==> config.mk <==
export PLATFORM = sky130hd
export DESIGN_NAME = z80_regset_seq
export DESIGN_NICKNAME = d
export VERILOG_FILES = /design/src/rtl/z80_regset_seq.sv
export SDC_FILE = /design/constraint.sdc
export NUM_CORES = 1
export LEC_CHECK = 0
export ABC_AREA = 1
export CORE_MARGIN = 3
export CORE_UTILIZATION = 45
export CTS_CLUSTER_DIAMETER = 150
export DETAILED_ROUTE_END_ITERATION = 12
export MAX_ROUTING_LAYER = met4
export PLACE_DENSITY = 0.84
export SYNTH_ARGS = -nofsm -noshare
export SYNTH_HDL_FRONTEND = slang
export SYNTH_SLANG_ARGS = --single-unit
==> constraint.sdc <==
create_clock -name clk_sys -period 3.9 [get_ports clk_sys]
set_input_delay 0.39 -clock clk_sys [delete_from_list [all_inputs] [get_ports clk_sys]]
set_output_delay 0.39 -clock clk_sys [all_outputs]
set_load 0.05 [all_outputs]
==> src/rtl/z80_regset_seq.sv <==
// -----------------------------------------------------------------------------
// z80_regset_seq
//
// Sequenced register-set override for the T80pa DIR interface. It captures a
// byte-streamed Z80 register image from the loader and merges it with the live
// CPU register set and the PC/SP overrides. It then requests the bus and
// pulses dir_set while the merged vector is held on dir_out.
//
// Optional build macro: REGSET_FORCE_IM1_EN
//   When defined, the latched dir_out[211:208] is forced to 4'b0001
//   (IFF2=0, IFF1=0, IM=1). When undefined, those bits follow the merge rule.
//
// Ports
//   clk_sys        in   system clock
//   reset          in   synchronous, active-high reset
//   dir_in[211:0]  in   live T80pa register set (fallback for unloaded bytes)
//   load_start     in   pulse: clear image mask, byte counter and err
//   load_wr        in   image byte strobe (one byte per cycle)
//   load_data[7:0] in   image byte
//   execute_addr   in   start address used as PC when PC_MODE=0
//   execute_enable in   pulse: request register load and jump
//   cpu_busak      in   CPU bus acknowledge, active high
//   cpu_busrq      out  CPU bus request, active high
//   dir_out[211:0] out  register set to CPU (registered)
//   dir_set        out  register write strobe, SET_CYCLES cycles long
//   busy           out  high in REQ/SET/REL
//   err            out  sticky overflow / bus-acknowledge timeout flag
// -----------------------------------------------------------------------------
module z80_regset_seq #(
  parameter logic [15:0] SP_ADDR       = 16'h4200,
  parameter int unsigned PC_MODE       = 0,
  parameter int unsigned SP_MODE       = 0,
  parameter int unsigned SET_CYCLES    = 4,
  parameter int unsigned BUSAK_TIMEOUT = 1024
) (
  input  logic         clk_sys,
  input  logic         reset,
  input  logic [211:0] dir_in,
  input  logic         load_start,
  input  logic         load_wr,
  input  logic [7:0]   load_data,
  input  logic [15:0]  execute_addr,
  input  logic         execute_enable,
  input  logic         cpu_busak,
  output logic         cpu_busrq,
  output logic [211:0] dir_out,
  output logic         dir_set,
  output logic         busy,
  output logic         err
);

  localparam int unsigned   TO_W     = $clog2(BUSAK_TIMEOUT + 1);
  localparam logic [TO_W-1:0] TO_LAST = TO_W'(BUSAK_TIMEOUT);
  localparam logic [7:0]    SET_LAST = 8'(SET_CYCLES - 1);
  localparam logic [4:0]    N_BYTES  = 5'd27;

  typedef enum logic [2:0] {
    S_IDLE = 3'd0,
    S_LOAD = 3'd1,
    S_REQ  = 3'd2,
    S_SET  = 3'd3,
    S_REL  = 3'd4
  } state_t;

  state_t            state_q, state_d;
  logic [211:0]      img_q, img_d;
  logic [26:0]       mask_q, mask_d;
  logic [4:0]        cnt_q, cnt_d;
  logic              err_q, err_d;
  logic [211:0]      dir_out_q, dir_out_d;
  logic              dir_set_q, dir_set_d;
  logic              busrq_q, busrq_d;
  logic              busy_q, busy_d;
  logic [7:0]        set_cnt_q, set_cnt_d;
  logic [TO_W-1:0]   to_cnt_q, to_cnt_d;
  logic [211:0]      byte_mrg_s;
  logic [211:0]      latch_s;

  // Per-byte merge: loaded image bytes win, everything else falls back to dir_in.
  always_comb begin
    byte_mrg_s = dir_in;
    for (int k = 0; k < 26; k++) begin
      if (mask_q[k]) begin
        byte_mrg_s[8*k +: 8] = img_q[8*k +: 8];
      end else begin
        byte_mrg_s[8*k +: 8] = dir_in[8*k +: 8];
      end
    end
    // Byte 26 only carries IFF2, IFF1, IM[1:0]
    if (mask_q[26]) begin
      byte_mrg_s[211:208] = img_q[211:208];
    end else begin
      byte_mrg_s[211:208] = dir_in[211:208];
    end
  end

  // Apply PC/SP overrides on top of the byte merge to form the latched vector.
  always_comb begin
    latch_s        = byte_mrg_s;
    latch_s[79:64] = (PC_MODE == 32'd0) ? execute_addr : byte_mrg_s[79:64];
    latch_s[63:48] = (SP_MODE == 32'd0) ? SP_ADDR      : byte_mrg_s[63:48];
`ifdef REGSET_FORCE_IM1_EN
    latch_s[211:208] = 4'b0001;
`endif
  end

  // Next-state and next-output logic for the capture / handshake sequencer.
  always_comb begin
    state_d   = state_q;
    img_d     = img_q;
    mask_d    = mask_q;
    cnt_d     = cnt_q;
    err_d     = err_q;
    dir_out_d = dir_out_q;
    set_cnt_d = set_cnt_q;
    to_cnt_d  = to_cnt_q;

    case (state_q)
      S_IDLE: begin
        if (load_start) begin
          state_d = S_LOAD;
          mask_d  = 27'd0;
          cnt_d   = 5'd0;
          err_d   = 1'b0;
        end else if (execute_enable) begin
          state_d  = S_REQ;
          to_cnt_d = '0;
        end else begin
          state_d = S_IDLE;
        end
      end

      S_LOAD: begin
        if (load_start) begin
          // Restart the capture from byte 0
          state_d = S_LOAD;
          mask_d  = 27'd0;
          cnt_d   = 5'd0;
          err_d   = 1'b0;
        end else begin
          if (load_wr) begin
            if (cnt_q < N_BYTES) begin
              for (int k = 0; k < 26; k++) begin
                img_d[8*k +: 8] = (cnt_q == 5'(k)) ? load_data : img_q[8*k +: 8];
              end
              img_d[211:208] = (cnt_q == 5'd26) ? load_data[3:0] : img_q[211:208];
              mask_d[cnt_q]  = 1'b1;
              cnt_d          = cnt_q + 5'd1;
            end else begin
              // Image is full: drop the byte, flag it, keep the counter saturated
              err_d = 1'b1;
              cnt_d = cnt_q;
            end
          end else begin
            cnt_d = cnt_q;
          end
          if (execute_enable) begin
            state_d  = S_REQ;
            to_cnt_d = '0;
          end else begin
            state_d = S_LOAD;
          end
        end
      end

      S_REQ: begin
        if (cpu_busak) begin
          // execute_addr is sampled here, at latch time
          dir_out_d = latch_s;
          set_cnt_d = 8'd0;
          state_d   = S_SET;
        end else if (to_cnt_q == TO_LAST) begin
          err_d   = 1'b1;
          state_d = S_IDLE;
        end else begin
          to_cnt_d = to_cnt_q + 1'b1;
          state_d  = S_REQ;
        end
      end

      S_SET: begin
        if (set_cnt_q == SET_LAST) begin
          state_d = S_REL;
        end else begin
          set_cnt_d = set_cnt_q + 8'd1;
          state_d   = S_SET;
        end
      end

      S_REL: begin
        if (!cpu_busak) begin
          state_d = S_IDLE;
        end else begin
          state_d = S_REL;
        end
      end

      default: begin
        state_d = S_IDLE;
      end
    endcase

    // Request rises one cycle after entering REQ and drops on leaving SET or on timeout
    busrq_d   = ((state_q == S_REQ) || (state_q == S_SET)) &&
                ((state_d == S_REQ) || (state_d == S_SET));
    dir_set_d = (state_d == S_SET);
    busy_d    = (state_d == S_REQ) || (state_d == S_SET) || (state_d == S_REL);
  end

  // State and output registers with synchronous reset.
  always_ff @(posedge clk_sys) begin
    if (reset) begin
      state_q   <= S_IDLE;
      img_q     <= 212'd0;
      mask_q    <= 27'd0;
      cnt_q     <= 5'd0;
      err_q     <= 1'b0;
      dir_out_q <= 212'd0;
      dir_set_q <= 1'b0;
      busrq_q   <= 1'b0;
      busy_q    <= 1'b0;
      set_cnt_q <= 8'd0;
      to_cnt_q  <= '0;
    end else begin
      state_q   <= state_d;
      img_q     <= img_d;
      mask_q    <= mask_d;
      cnt_q     <= cnt_d;
      err_q     <= err_d;
      dir_out_q <= dir_out_d;
      dir_set_q <= dir_set_d;
      busrq_q   <= busrq_d;
      busy_q    <= busy_d;
      set_cnt_q <= set_cnt_d;
      to_cnt_q  <= to_cnt_d;
    end
  end

  assign cpu_busrq = busrq_q;
  assign dir_out   = dir_out_q;
  assign dir_set   = dir_set_q;
  assign busy      = busy_q;
  assign err       = err_q;

endmodule

==> key figures, run 1 <==
Critical path
  – WP data arrival: 3.15 ns
  – Max FO, Critical Path: 261
  – Crit Path Class: register to register
  – Internal reg-to-reg setup slack: 1.21 ns
  – Worst Path Required: 4.36 ns
  – Reg-to-reg endpoint: dir_out[130]
  – CP startpoint kind: register
  – R2R depth: 7
  – RR Startpoint: state_q[1]
  – CP endpoint kind: register

STA
  – PnR worst setup slack: 1.21 ns
  – Least-Margin Pin Slew: 1.27 ns
  – Post-layout min period: 2.69 ns
  – Clock Skew: 0.0207 ns
  – # setup viols final: 0
  – Final period util: 68.9%
  – Fmax: 372 MHz
  – Max Slew Vio Count: 0
  – Slew headroom: 15.1%
  – RSZ-0062 raised after global routing: no
  – Sum Neg Setup Slack: 0 ns
  – Final Hold Fails: 0

GRT
  – GRT Total Usage: 26.5%
  – Largest net degree at the start of global routing: 262
  – Vias in the first global route: 16.4k
  – First-pass GRT wire length: 85900 µm
  – GRT overflow: 0
  – Initial antenna violation count: 1

CTS
  – Hold Buf Count CTS: 0
  – Cts repair resizes: 0
  – Clk_lat worst skew: 0.55 ns
  – Post-CTS setup buffers: 0
  – CTS max path bufs: 3
  – Clk root buf: clkbuf_16
  – H-tree depth: 2
  – CTS Buf Count: 45
  – # clock sinks: 431
  – Clock-pin slew on the worst setup and hold paths: 0.06 ns
  – TritonCTS clock tree: yes

Final layout
  – Commonest non-fill, non-tap cell in the layout: nand2_1
  – Final net count: 2878
  – Number of fillers in the final layout: 3148
  – Final cell count without fillers: 3168
  – Layout cells sized above 1: 4.36%
  – Area grow syn2layout: 33.6%
  – Commonest cells after routing, fill and taps aside: 508 x nand2_1, 431 x dfxtp_1, 407 x clkdlybuf4s50_1
  – Final core occ: 61.6%

Die
  – Die Ht: 201 µm
  – CORE AREA: 37000 µm²
  – Die area: 40200 µm²
  – Die W: 201 µm
  – IO Pins: 458
  – Rows: 70
  – Starting Density: 46.1%

Placed design
  – GP Congestion: 0.885
  – DP Wirelength: 35900 µm
  – Placed insts: 3085
  – Pre-CTS WS: 1.30 ns
  – Port Buf Inserts: 411

Job
  – Max Cap Viol: 0

Synthesis
  – Distinct cells, synth: 32
  – Post-synthesis cell count: 2299
  – Yosys reg bits: 431
  – Synth Cell Area: 17000 µm²
  – Seq/Total Area, Yosys: 50.6%
  – Average cell area after synthesis: 7.41 µm²
  – Synth Warn #: 0

Min path
  – Hold Crit Class: primary input to register
  – Hold path start: dir_in[17]
  – Hold path cells: 3
  – Hold path endpoint: dir_out[17]

Outcome
  – Outcome: finished, final reports clean

Route
  – 1st-pass router iterations: 6
  – Vias per inst: 5.38
  – DRT iter0 DRCs: 1290
  – Vias: 17.0k
  – Drc violations: 0
  – Avg WL per Cell: 17.2 µm
  – Post-route ant nets: 0
  – Final wirelength: 54600 µm

Pwr
  – P per Cell Area: 469 nW/µm²
  – VDD IR-drop max: 0.000290 V
  – Pleak: 0.00858 µW
where the power goes:
part	total [µW]	internal (µW)	switching, µW
Clock	4360	2560	1790
Sequential	4660	4570	96.8
Combinational	1650	570	1080
Total	10700	7700	2970
how the worst max path moves through the flow:
stage	start	slack, ns	depth (start not counted)	end
after floorplan	cnt_q[0]	2.28	7	img_q[32]
after global placement	load_start	1.41	10	img_q[105]
after detailed placement	load_start	1.30	10	img_q[104]
after CTS	state_q[1]	1.37	7	dir_out[34]
after global routing	state_q[1]	1.10	7	dir_out[100]
final	state_q[1]	1.21	7	dir_out[130]
per-layer routing:
| metal | GRT usage (%) | vias to the layer above | part of all wire [%] |
|---|---|---|---|
| li1 | - | 8277 | - |
| met1 | 31.6 | 7929 | 41 |
| met2 | 45.4 | 699 | 49 |
| met3 | 5.14 | 140 | 7.4 |
| met4 | 8.48 | 0 | 3.3 |
| met5 | - | - | 0 |
synth_stat cells, drive strengths merged:
library cell  count  share of area [%]
nor4              4               0.22
xnor2             2               0.10
o21ai           366                 11
a21o              1              0.044
ha                8               0.59
nand3            54                1.6
nor2            356                8.0
nor3              3              0.088
nand2           514                 11
nand4             5               0.18
clkinv           22               0.48
a31oi           180                6.6
inv              91                2.0
and3              1              0.037
a21oi            98                2.9
dfxtp           431                 51
or2               2              0.073
conb              1              0.022
xor2              2               0.10
o21bai            1              0.044
clkbuf           86                1.9
nand3b            1              0.044
buf              70                2.3
area by class of cell:
cell class	count	area, µm²	area share, %
sequential	431	8630	37.9
tap	504	631	2.77
clock buffer	60	1310	5.73
antenna	1	2.50	0.0110
clock inverter	22	214	0.940
multi-input combinational	1612	7340	32.3
inverter	113	432	1.90
timing repair buffer	425	4210	18.5
flip-flops by register name, summed over array words and instances, names as in the netlist:
name and cells:
err 1, cnt_q 5, set_cnt_q 8, cpu_busrq 1, state_q 3, dir_out 197
img_q 180, to_cnt_q 11, dir_set 1, mask_q 23, busy 1
critical path, cell delays in order, from the launching register on:
cell and delay [ns]:
dfxtp_1 0.39, inv_1 0.09, nor2_2 0.14, nand2_1 0.32, nor2_4 0.25, buf_12 0.45, o21ai_0 0.26, a31oi_1 0.20
logic make-up after synthesis:
logic type	after synthesis	synth area share [%]
buffers and inverters	269	6.64
DFF	431	50.6
xor gates and xnor gates	4	0.206
AOI/OAI and AO/OA	646	20.3
and+or+nand+nor	940	21.6
other	1	0.0220
adders and majority gates	8	0.587
metrics by stage:
step / instance area [µm²] / hold slack (ns) / total power, µW
final: 22800 / 0.412 / 10700
after global routing: 22800 / 0.403 / 11000
after CTS: 22800 / 0.383 / 10700
after detailed placement: 21200 / 0.437 / 6390
after global placement: 21200 / 0.433 / 6360
after floorplan: 17100 / 0.424 / 5730
Power figures use the tool's default switching activity.
==> run 2, diff against run 1 <==
- CORE_UTILIZATION: 45 -> 44
- PLACE_DENSITY: 0.84 -> 0.86
- clock period: 3.9 -> 2.2 ns (I/O delays scaled with it)
==> run 2 against run 1 <==
  * Die area grew 2.2%
  * Largest cell class unchanged
  * Clock power up 75%
  * Register-to-register slack got worse by 1.0 ns
  * Critical path type unchanged
==> key figures, run 2 (synthesis results as in run 1) <==
STA
  – Post-layout min period: 2.02 ns (-0.667 ns)
  – Final period util: 91.9% (+23 points)
  – Max Slew Vio Count: 0 (unchanged)
  – Clock Skew: 0.0100 ns (-0.0106 ns)
  – Least-Margin Pin Slew: 0.811 ns (-0.462 ns)
  – Fmax: 495 MHz (+33%)
  – Slew headroom: 45.9% (+31 points)
  – Final Hold Fails: 0 (unchanged)
  – # setup viols final: 0 (unchanged)

Final layout
  – Area grow syn2layout: 34.6%
  – Largest register FFs: 197 (unchanged)
  – Commonest non-fill, non-tap cell in the layout: nand2_1
  – Final cell count without fillers: 3186 (+0.57%)
  – Commonest cells after routing, fill and taps aside: 505 x nand2_1, 431 x dfxtp_1, 405 x clkdlybuf4s50_1
  – Layout cells sized above 1: 4.94% (+0.58 points)
  – Final net count: 2892 (+0.49%)
  – Post-Layout Inst Area: 22900 µm² (+0.76%)

Placed design
  – DP Wirelength: 37400 µm (+4.3%)
  – Port Buf Inserts: 411 (unchanged)
  – GP Congestion: 0.903 (+2.0%)
  – Placed insts: 3106 (+0.68%)
  – Dpl cell area: 21400 µm² (+0.90%)

Job
  – Max Cap Viol: 0 (unchanged)

Pwr
  – Pleak: 0.00866 µW (+0.94%)
  – Power share of the clock group: 40.4% (-0.4 points)
  – Sequential power share: 43.8% (about the same)
  – Internal power contribution: 13700 µW (+78%)
  – Combinational share of power: 15.8% (+0.3 points)
  – Switching power: 5220 µW (+76%)
  – P per Cell Area: 823 nW/µm² (+76%)
  – VDD IR-drop max: 0.000519 V (+79%)
  – Switching share of power: 27.6% (-0.20 points)

Die
  – Die W: 203 µm (+1.1%)
  – CORE AREA: 37900 µm² (+2.6%)
  – Rows: 71 (+1.4%)
  – Die Ht: 203 µm (+1.1%)
  – Starting Density: 44.9% (-1.2 points)
  – Die area: 41100 µm² (+2.2%)
  – IO Pins: 458 (unchanged)

Critical path
  – Crit path cell chain: inv_1, nor2_2, nand2_1, nor2_4, clkbuf_16, o21ai_0, a31oi_1
  – CP startpoint kind: register
  – CP endpoint kind: register
  – WP data arrival: 2.47 ns (-0.68 ns)
  – RR Startpoint: state_q[1]
  – Crit Path Class: register to register
  – Internal reg-to-reg setup slack: 0.18 ns (-1.03 ns)
  – Max FO, Critical Path: 193 (-26%)
  – Worst Path Required: 2.65 ns (-1.71 ns)
  – Largest stage delay, worst path: 0.46 ns (about the same)
  – Critical path launch point: state_q[1]
  – Critical-path top delay cell: clkbuf_16

Route
  – Vias per inst: 5.44 (+1.1%)
  – Vias: 17.3k (+1.6%)
  – DRT iter0 DRCs: 1381 (+7.1%)
  – Drc violations: 0 (unchanged)
  – 1st-pass router iterations: 5 (-1)
  – Avg WL per Cell: 17.5 µm (+1.6%)
  – Final wirelength: 55800 µm (+2.1%)
  – Post-route ant nets: 0 (unchanged)

CTS
  – Post-CTS setup buffers: 0 (unchanged)
  – CTS Buf Count: 45 (unchanged)
  – Clock-pin slew on the worst setup and hold paths: 0.06 ns (about the same)
  – Clk root buf: clkbuf_16
  – CTS max path bufs: 3 (unchanged)
  – # clock sinks: 431 (unchanged)
  – Hold Buf Count CTS: 0 (unchanged)
  – H-tree depth: 2 (unchanged)
  – TritonCTS clock tree: yes
  – Clk_lat worst skew: 0.55 ns (about the same)

GRT
  – Initial antenna violation count: 2 (+1)
  – GRT overflow: 0 (unchanged)
  – First-pass GRT wire length: 87500 µm (+1.8%)
  – Largest net degree at the start of global routing: 194 (-26%)
  – GRT Total Usage: 26.7% (+0.19 points)
  – Vias in the first global route: 16.9k (+2.9%)

Outcome
  – Outcome: finished, final reports clean

Min path
  – Hold Crit Class: primary input to register
  – Hold path start: dir_in[13]
==> run 2: cell count changes in the layout (fill, tap and decap cells not counted), sizes merged <==
cell / change
buf: +15
inv: -4
clkdlybuf4s50: -2
clkinvlp: -2
diode: +2
bufinv: +1
clkinv: +1
==> run 2: repair_timing <==
action | CTS | global route
endpoints found under the setup margin | 0 | 22
endpoints found under the hold margin | 0 | 0
resized for setup | 0 | 9
==> run 2: routing by layer <==
| layer | track usage (%) | up-vias | share of wire (%) |
|---|---|---|---|
| li1 | - | 8301 | - |
| met1 | 31.3 | 8112 | 40 |
| met2 | 45.6 | 752 | 49 |
| met3 | 5.24 | 158 | 7.9 |
| met4 | 9.85 | 0 | 3.8 |
| met5 | - | - | 0 |
==> run 2: worst paths after layout <==
| path | depth (start not counted) | endpoint |
|---|---|---|
| worst max-delay path | 7 | dir_out[42] |
| worst min-delay path | 3 | dir_out[13] |
| worst max register to register | 7 | dir_out[42] |
| worst min register to register | 2 | img_q[186] |
==> run 2: power by group through the flow <==
stage / Sequential (µW) / Combinational, µW / Clock (µW)
after global placement: 8410 / 2910 / 0
final: 8270 / 2990 / 7630
after detailed placement: 8430 / 2960 / 0
after CTS: 8260 / 2980 / 7750
after floorplan: 9270 / 883 / 0
after global routing: 8290 / 3160 / 8040
==> run 2: per-stage QoR <==
step	TNS, ns	power (µW)	worst slack (ns)	hold WS, ns	utilization (%)
6_report	0	18900	0.179	0.242	60.5
4_1_cts	0	19000	0.157	0.219	60.4
3_5_place_dp	-1.10	11400	-0.123	0.437	56.5
3_3_place_gp	0	11300	0.0755	0.432	56.5
2_1_floorplan	0	10200	0.579	0.355	-
5_1_grt	-0.00789	19500	-0.00789	0.244	60.5
==> run 2: cell type report <==
type	instances	area [µm²]
Antenna cell	3	7.51
Clock buffer	59	1270
Clock inverter	18	210
Fill cell	3232	15000
Inverter	113	432
Multi-Input combinational cell	1612	7350
Sequential cell	431	8630
Tap cell	511	639
Timing Repair Buffer	439	4400
==> run 2: worst max-delay path, delay by kind of cell (launching register included) <==
| family | cells | cell delay (ns) |
|---|---|---|
| buffers and inverters | 2 | 0.55 |
| and+or+nand+nor | 3 | 0.43 |
| AOI/OAI and AO/OA | 2 | 0.45 |
| DFF | 1 | 0.39 |
==> run 3, diff against run 2 <==
- CORE_ASPECT_RATIO: not set -> 2
==> run 3 against run 2 <==
  * Power is 4.8% lower
  * Combinational power about the same
  * Final cell count is 0.31% lower
  * Critical path depth rose by 2
  * Largest power group unchanged
  * Sequential share of layout area grew 0.45 points
  * Routed wire length up 0.55%
  * Worst setup slack improved by 0.0096 ns
  * Utilization decreased by 1.1 points
  * Count of clock-buffer cells in the layout is 8 lower
==> key figures, run 3 (synthesis results as in run 1) <==
Outcome
  – Outcome: finished, final reports clean

Pwr
  – VDD IR-drop max: 0.000646 V (+24%)
  – P per Cell Area: 794 nW/µm² (-3.6%)
  – Pleak: 0.00853 µW (-1.5%)

Final layout
  – Commonest non-fill, non-tap cell in the layout: nand2_1
  – Final net count: 2882 (-0.35%)
  – Post-Layout Inst Area: 22700 µm² (-1.2%)
  – Layout cells sized above 1: 4.33% (-0.61 points)
  – Largest register FFs: 197 (unchanged)
  – Commonest cells after routing, fill and taps aside: 507 x nand2_1, 431 x dfxtp_1, 402 x clkdlybuf4s50_1
  – Number of fillers in the final layout: 3357 (+3.9%)
  – Area grow syn2layout: 33.0%

STA
  – Sum Neg Setup Slack: 0 ns (unchanged)
  – # setup viols final: 0 (unchanged)
  – Fmax: 497 MHz (+0.48%)
  – RSZ-0062 raised after global routing: no
  – PnR worst setup slack: 0.189 ns (+0.00963 ns)
  – Slew headroom: 48.6% (+2.7 points)
  – Post-layout min period: 2.01 ns (-0.00963 ns)
  – Final Hold Fails: 0 (unchanged)
  – Final period util: 91.4% (-0.44 points)
  – Max Slew Vio Count: 0 (unchanged)
  – Clock Skew: 0.0147 ns (+0.00465 ns)
  – Least-Margin Pin Slew: 0.770 ns (-0.0404 ns)

CTS
  – Clk root buf: clkbuf_16
  – # clock sinks: 431 (unchanged)
  – Post-CTS setup buffers: 0 (unchanged)
  – Clk_lat worst skew: 0.53 ns (-0.02 ns)
  – CTS max path bufs: 3 (unchanged)
  – H-tree depth: 2 (unchanged)
  – CTS Buf Count: 38 (-16%)
  – Clock-pin slew on the worst setup and hold paths: 0.07 ns (about the same)
  – TritonCTS clock tree: yes

Critical path
  – Critical-path top delay cell: dfxtp_1
  – WP data arrival: 2.42 ns (-0.05 ns)
  – Max FO, Critical Path: 32 (-83%)
  – Largest stage delay, worst path: 0.35 ns (-0.11 ns)
  – Crit Path Class: register to register
  – CP startpoint kind: register
  – Worst Path Required: 2.60 ns (-0.05 ns)
  – CP endpoint kind: register
  – Crit path cell chain: nor2_2, nand2_2, nor2_4, nand2_1, nor2_4, buf_12, nand2_1, o21ai_0, a21oi_1

GRT
  – Met1 Usage GRT: 27.0% (-4.3 points)
  – Initial antenna violation count: 4 (+2)
  – Met2 GRT Util: 48.5% (+2.9 points)
  – Largest net degree at the start of global routing: 128 (-34%)
  – GRT Total Usage: 26.4% (-0.28 points)
  – Busiest grt layer: met2
  – Met3 Usage GRT: 3.06% (-2.2 points)
  – First-pass GRT wire length: 87000 µm (-0.49%)
  – Vias in the first global route: 16.8k (-0.59%)
  – GRT overflow: 0 (unchanged)

Die
  – Die area: 41300 µm² (+0.35%)
  – Starting Density: 44.7% (-0.27 points)
  – Die Ht: 284 µm (+40%)
  – CORE AREA: 38200 µm² (+0.61%)
  – Die W: 145 µm (-28%)
  – IO Pins: 458 (unchanged)
  – Rows: 101 (+42%)

Placed design
  – GP Congestion: 0.872 (-3.4%)
  – Pre-CTS WS: -0.0316 ns (+0.0918 ns)
  – DP Wirelength: 39200 µm (+4.6%)
  – Port Buf Inserts: 411 (unchanged)
  – Dpl cell area: 21400 µm² (about the same)

Route
  – Avg WL per Cell: 17.7 µm (+0.87%)
  – Vias per inst: 5.41 (-0.52%)
  – DRT iter0 DRCs: 1147 (-17%)
  – Drc violations: 0 (unchanged)
  – Final wirelength: 56100 µm (+0.55%)
  – Post-route ant nets: 0 (unchanged)
  – 1st-pass router iterations: 7 (+2)
  – Vias: 17.2k (-0.83%)

Job
  – Max Cap Viol: 0 (unchanged)

Min path
  – Hold Crit Class: primary input to register
run 3: cell count changes in the layout (fill, tap and decap cells not counted), sizes merged, moves of 2 or more:
cell,delta
clkbuf,-9
clkinv,-4
clkdlybuf4s50,-3
inv,+2
run 3: metal layers:
metal / vias to the layer above / routed length, µm
li1: 8265 / -
met1: 7977 / 20300
met2: 720 / 29500
met3: 217 / 2850
met4: 0 / 3430
met5: - / 0
run 3: path summary, 6_finish.rpt:
path / startpoint / to / slack (ns) / cells past startpoint
worst max-delay path: state_q[2] / img_q[104] / 0.19 / 9
worst min-delay path: reset / busy / 0.18 / 4
worst max register to register: state_q[2] / img_q[104] / 0.19 / 9
worst min register to register: img_q[114] / img_q[114] / 0.44 / 2
run 3: metrics by stage:
stage          hold WS, ns  instances  power [µW]  util [%]
2_1_floorplan        0.355       2312       10200         -
3_3_place_gp         0.432       3107       11300      56.1
3_5_place_dp         0.435       3107       11400      56.1
4_1_cts              0.187       3172       18100      59.4
5_1_grt              0.207       3176       18600      59.4
6_report             0.182       3176       18000      59.4
run 3: power breakdown:
part           total, µW  leakage, µW  switching (µW)  internal (µW)
Sequential          8260      0.00349             176           8090
Combinational       2970      0.00443            1920           1050
Clock               6750     0.000610            2950           3790
Total              18000      0.00853            5050          12900
run 3: worst max-delay path, delay by kind of cell (launching register included):
kind | cells | cell delay (ns)
AND/OR/NAND/NOR | 6 | 0.96
flip-flops | 1 | 0.35
AO/OA/AOI/OAI | 2 | 0.33
buffers and inverters | 1 | 0.23
run 3: final cells by class:
cell class                 instances  area, µm²  area share (%)
antenna                            4       10.0          0.0442
clock buffer                      51       1070            4.73
clock inverter                    14        165           0.729
inverter                         113        432            1.90
multi-input combinational       1612       7350            32.4
sequential                       431       8630            38.1
tap                              515        644            2.84
timing repair buffer             436       4370            19.3
run 3: timing repair:
action,CTS,global route
resized for setup,0,2
endpoints found under the setup margin,0,8
hold endpoints to repair,0,0
hold buffers,0,0
